--- src/rtl/alu_req_arbiter.sv ---
`timescale 1ns/1ps
// Two-port round-robin arbiter/sequencer for the shared ALU: accept, issue one cycle, capture, respond.
// Optional ALU_ARB_FLAG_CHECK_EN reports a missing unit flag on RSP_ERR.
module alu_req_arbiter #(
  parameter int DATA_WIDTH = 16
) (
  input  logic                  Clk,
  input  logic                  RST,
  input  logic                  REQ0_VALID,
  output logic                  REQ0_READY,
  input  logic [DATA_WIDTH-1:0] REQ0_A,
  input  logic [DATA_WIDTH-1:0] REQ0_B,
  input  logic [3:0]            REQ0_FUN,
  input  logic                  REQ1_VALID,
  output logic                  REQ1_READY,
  input  logic [DATA_WIDTH-1:0] REQ1_A,
  input  logic [DATA_WIDTH-1:0] REQ1_B,
  input  logic [3:0]            REQ1_FUN,
  output logic [DATA_WIDTH-1:0] ALU_A,
  output logic [DATA_WIDTH-1:0] ALU_B,
  output logic [1:0]            ALU_FUN,
  output logic                  ARITH_Enable,
  output logic                  LOGIC_Enable,
  output logic                  CMP_Enable,
  output logic                  SHIFT_Enable,
  input  logic [DATA_WIDTH-1:0] ALU_OUT,
  input  logic                  ALU_FLAG,
  output logic [DATA_WIDTH-1:0] RSP_DATA,
  output logic                  RSP0_VALID,
  output logic                  RSP1_VALID,
  output logic                  RSP_ERR,
  output logic                  BUSY,
  output logic [15:0]           OP_COUNT
);

  typedef enum logic [1:0] {IDLE, ISSUE, CAPTURE} state_t;

  state_t                r_state;
  logic                  r_ptr;
  logic                  r_id;
  logic [DATA_WIDTH-1:0] r_alu_a;
  logic [DATA_WIDTH-1:0] r_alu_b;
  logic [1:0]            r_alu_fun;
  logic [3:0]            r_en;
  logic [DATA_WIDTH-1:0] r_rsp_data;
  logic                  r_rsp0;
  logic                  r_rsp1;
  logic [15:0]           r_op_count;

  logic       w_idle;
  logic       w_any;
  logic       w_grant;
  logic [3:0] w_win_fun;
  logic [3:0] w_dec;

  // w_grant selects requester 1; the pointer only matters under contention
  assign w_idle    = (r_state == IDLE);
  assign w_any     = REQ0_VALID | REQ1_VALID;
  assign w_grant   = (REQ0_VALID & REQ1_VALID) ? r_ptr : REQ1_VALID;
  assign w_win_fun = w_grant ? REQ1_FUN : REQ0_FUN;
  assign w_dec     = 4'b0001 << w_win_fun[3:2];

  assign REQ0_READY = w_idle & ~w_grant & REQ0_VALID;
  assign REQ1_READY = w_idle &  w_grant & REQ1_VALID;

  always_ff @(posedge Clk or negedge RST) begin
    if (!RST) begin
      r_state    <= IDLE;
      r_ptr      <= 1'b0;
      r_id       <= 1'b0;
      r_alu_a    <= '0;
      r_alu_b    <= '0;
      r_alu_fun  <= '0;
      r_en       <= '0;
      r_rsp_data <= '0;
      r_rsp0     <= 1'b0;
      r_rsp1     <= 1'b0;
      r_op_count <= '0;
    end else begin
      r_en   <= '0;
      r_rsp0 <= 1'b0;
      r_rsp1 <= 1'b0;
      case (r_state)
        IDLE: begin
          if (w_any) begin
            r_alu_a   <= w_grant ? REQ1_A : REQ0_A;
            r_alu_b   <= w_grant ? REQ1_B : REQ0_B;
            r_alu_fun <= w_win_fun[1:0];
            r_en      <= w_dec;
            r_id      <= w_grant;
            r_ptr     <= ~w_grant;
            r_state   <= ISSUE;
          end
        end
        ISSUE: r_state <= CAPTURE;
        CAPTURE: begin
          r_rsp_data <= ALU_OUT;
          r_rsp0     <= ~r_id;
          r_rsp1     <= r_id;
          r_op_count <= r_op_count + 16'd1;
          r_state    <= IDLE;
        end
        default: r_state <= IDLE;
      endcase
    end
  end

`ifdef ALU_ARB_FLAG_CHECK_EN
  logic r_err;

  always_ff @(posedge Clk or negedge RST) begin
    if (!RST) begin
      r_err <= 1'b0;
    end else if (r_state == CAPTURE) begin
      r_err <= ~ALU_FLAG;
    end
  end

  assign RSP_ERR = r_err;
`else
  logic w_flag_unused;

  assign w_flag_unused = ALU_FLAG;
  assign RSP_ERR       = 1'b0;
`endif

  assign ALU_A        = r_alu_a;
  assign ALU_B        = r_alu_b;
  assign ALU_FUN      = r_alu_fun;
  assign ARITH_Enable = r_en[0];
  assign LOGIC_Enable = r_en[1];
  assign CMP_Enable   = r_en[2];
  assign SHIFT_Enable = r_en[3];
  assign RSP_DATA     = r_rsp_data;
  assign RSP0_VALID   = r_rsp0;
  assign RSP1_VALID   = r_rsp1;
  assign BUSY         = ~w_idle;
  assign OP_COUNT     = r_op_count;

endmodule

--- config.mk ---
export PLATFORM = sky130hd
export DESIGN_NAME = alu_req_arbiter
export DESIGN_NICKNAME = d
export VERILOG_FILES = /design/src/rtl/alu_req_arbiter.sv
export SDC_FILE = /design/constraint.sdc
export NUM_CORES = 1
export LEC_CHECK = 0
export BUFFER_PORTS_ARGS = -buffer_cell sky130_fd_sc_hd__buf_2
export CAP_MARGIN = 30
export CELL_PAD_IN_SITES_DETAIL_PLACEMENT = 1
export CELL_PAD_IN_SITES_GLOBAL_PLACEMENT = 1
export CORE_MARGIN = 1.5
export CORE_UTILIZATION = 33
export DETAILED_ROUTE_END_ITERATION = 7
export PLACE_DENSITY = 0.85
export SYNTH_ARGS = -nofsm -noshare
export SYNTH_HDL_FRONTEND = slang
export SYNTH_SLANG_ARGS = --single-unit
export TNS_END_PERCENT = 30
--- constraint.sdc ---
create_clock -name Clk -period 1.91 [get_ports Clk]
set_clock_uncertainty 0.15 [all_clocks]
set_input_delay 0.382 -clock Clk [delete_from_list [all_inputs] [get_ports Clk]]
set_output_delay 0.382 -clock Clk [all_outputs]
set_load 0.02 [all_outputs]
==> summary by stage <==
Outcome
The run finished with clean final reports.

Floorplan
The count of boundary I/O pins is 169. The floorplan step defined a die boundary enclosing 10400 um^2. From left edge to right edge, the die measures 102 um. The initial core utilization is 34.5%.

The die is 102 um tall. The floorplan row count is 35. The core region is 9370 um^2.

Critical path
The gate family responsible for the most delay along the worst path is flip-flops. The kind of end point of the critical path is an output pin. The startpoint identified for the worst register-to-register timing path is r_state[1].

For flop-to-flop paths, the worst setup slack is 290 ps. The critical path goes through a2111oi_4, buf_4. Of all nets on the critical path, the largest fanout is 4. Counting cells, the worst reg-to-reg path comes to 5. The endpoint of the lowest-slack register-to-register path is OP_COUNT[15]. The data arrival time of the critical path is 1330 ps. For this run, the slowest stage of the critical path takes 460 ps. The launch point of the worst path is r_ptr. The cell type of the slowest stage on the worst timing path is sky130_fd_sc_hd__dfrtp_2. The number of buffers and inverters on the critical path is 1. STA classifies the critical path startpoint as a register.

The type of the worst setup path is register to output pin. The required arrival time at the worst endpoint is 1380 ps.

STA
Static timing analysis puts the maximum clock frequency at 0.536 GHz. The count of pins over their slew limit is 0. Adding up every negative setup slack in the final design gives 0 ps. The count of final hold-check violations is 0. The number of failing setup endpoints in the final timing report is 0. The minimum clock period is 1860 ps.

Setup repair after global routing could not meet its margin everywhere. The share of the clock period used by the worst path after layout is 97.6%.

Power
The maximum ir drop on the vdd rail is 587 uV. For this design the ratio of total power to cell area is 1610 nW/um^2. The standby leakage power is 2.43 nW.

Synthesis
The average cell area after synthesis is 11.1 um^2. The cell area that synthesis handed to floorplanning was 3240 um^2. The number of different library cells used by synthesis comes to 35. The cell type with the largest total area after synthesis is sky130_fd_sc_hd__dfrtp_1. The synthesized design contains 0 enable-type register cells. The share of the synthesized area in the top cell type is 58.8%. The total of warnings raised by yosys is 0. The most used standard cell by instance count after synthesis is sky130_fd_sc_hd__dfrtp_1. The commonest register cell after synthesis is sky130_fd_sc_hd__dfrtp_1. After synthesis the netlist holds a flip-flop and latch count of 76. By area the synthesized netlist is led by sky130_fd_sc_hd__dfrtp_1 59%, sky130_fd_sc_hd__nand2_1 8.1%, sky130_fd_sc_hd__a221o_1 6.2%, sky130_fd_sc_hd__mux2i_1 4.3%, sky130_fd_sc_hd__and2_1 4.3%. For this run, asynchronously set or reset flops after synthesis account for 100%. Sequential elements use 58.8% of the synthesized area. After synthesis, the most frequently instantiated cells are 76 x sky130_fd_sc_hd__dfrtp_1, 70 x sky130_fd_sc_hd__nand2_1, 22 x sky130_fd_sc_hd__and2_1.

Synthesis produced a netlist whose cell count is 292. Synthesis produced a netlist with a net count of 386.

Placement
The number of buffers inserted by port buffering is 166. The final weighted congestion in routability-driven placement is 0.737. The final HPWL from detailed placement is 6730 um.

Global routing
The number of global-route vias before repair is 2935. Entering global routing, the biggest net connects 42 pins. The number of antenna violations at the first check in global routing is 0. The global-route wire length before repair is 14200 um. The residual overflow from global routing is 0. Across every metal layer, demand over resource in global routing totals 17.8%.

Clock network
CTS saw 76 sinks. The total clock buffers created by CTS is 9. The clock tree root driver cell is sky130_fd_sc_hd__clkbuf_8.

The clock transition time at the flip-flop clock pins of the worst setup and hold paths is 80 ps. TritonCTS built the clock tree. The maximum number of buffers from clock root to sink is 2. The H-tree was split into 3 levels. At the later pin of the worst-skew pair, clock insertion delay measures 340 ps. The number of setup buffers added after CTS is 0.

Worst hold path
The type of the tightest min-delay check is input pin to register. The end point of the most critical hold path is RSP_DATA[6]. The worst hold path passes through 3 cells. The startpoint identified for the worst hold timing path is ALU_OUT[6].

Detailed routing
The count of nets left with antenna violations after detail routing is 0. The average vias per placed instance is 4.66. The first routing iteration left 75 violations. The pre-antenna-repair detailed-routing pass consisted of 6 iterations. The number of design rule violations left after detail routing is 0. The post-detailed-routing wire length is 8890 um. The routed wirelength normalized by instance count is 14.9 um. The total via count in the routed design is 2787.

Layout
Relative to the synthesized area, the layout overhead comes to 40.1%. The utilization after layout is 48.4%. The final-stage net count is 559. The share of cells above drive strength 1 is 43.1%. The number of diodes is 0.

Run
The total of max-cap violations is 0.
## layout by cell type, fill, tap and decap left out, drive strengths merged, types with 2 or more instances in the layout
cell / count
nor2: 6
buf: 177
a21o: 2
dfrtp: 76
and4: 2
clkbuf: 11
mux2i: 14
nand4: 6
or3b: 2
nand3: 6
and2: 22
bufinv: 3
xnor2: 14
o21ai: 16
inv: 3
nand3b: 2
nand2: 70
a221o: 20
a21oi: 4
## where the power goes
group | switching [mW] | total [mW] | internal [mW]
clock | 0.576 | 1.47 | 0.898
combinational | 1.92 | 3.13 | 1.21
sequential | 0.422 | 2.68 | 2.26
## worst max path at each step
stage                       to  cells after the start  slack, ps
floorplan           REQ1_READY                      4        210
CTS                 REQ0_READY                      2          8
global placement     ALU_A[13]                      6        210
detailed placement    ALU_A[2]                      6        150
finish              REQ0_READY                      2         50
global route        REQ0_READY                      2        -50
## kinds of logic after synthesis
kind of cell	Yosys count	synth area share [%]
AOI/OAI and AO/OA	44	11.1
xor gates and xnor gates	15	4.06
adders and majority gates	1	0.386
buffers and inverters	19	3.09
DFF	76	58.8
muxes	14	4.33
other	1	0.116
and+or+nand+nor	122	18.2
## layout make-up
class                      count  area (um^2)
timing repair buffer         178          960
clock inverter                 4         97.6
multi-input combinational    197         1260
tap                          129          161
fill                        1148         4840
inverter                       3         11.3
clock buffer                  11          141
sequential                    76         1900
## worst min-delay path: stages
cell and delay (ps):
sky130_fd_sc_hd__buf_2 70, sky130_fd_sc_hd__nand2_1 40, sky130_fd_sc_hd__nand2_1 50
## sequential cells by signal (all words and copies together), names as in the netlist
signal,cells
RSP0_VALID,1
r_ptr,1
r_state,2
OP_COUNT,16
ALU_FUN,2
ALU_B,16
r_en,4
r_id,1
RSP_DATA,16
ALU_A,16
RSP1_VALID,1
## routing by layer
metal	up-vias	global-route usage, %	part of all wire, %
met2	113	30.3	51
met4	0	7.69	1.6
li1	1339	-	-
met5	-	0	0
met3	13	5.54	7.2
met1	1322	20.8	40
## metrics by stage
stage	total power [mW]	hold WS, ps	instance area, um^2	cells	worst slack [ps]
4_1_cts	7.40	63.7	4530	598	8.23
6_report	7.28	85.9	4540	598	45.8
5_1_grt	7.82	59.4	4540	598	-50.1
3_3_place_gp	5.70	173	4260	582	208
2_1_floorplan	4.61	-63.6	3240	292	211
3_5_place_dp	5.85	180	4260	582	145
## repair_timing
action / CTS / global route
endpoints found under the hold margin: 25 / 0
pin swaps: 1 / 0
setup endpoints to repair: 2 / 2
resized for setup: 7 / 2
hold buffers: 1 / 0
Note: power is estimated with default switching activity, not from simulation.
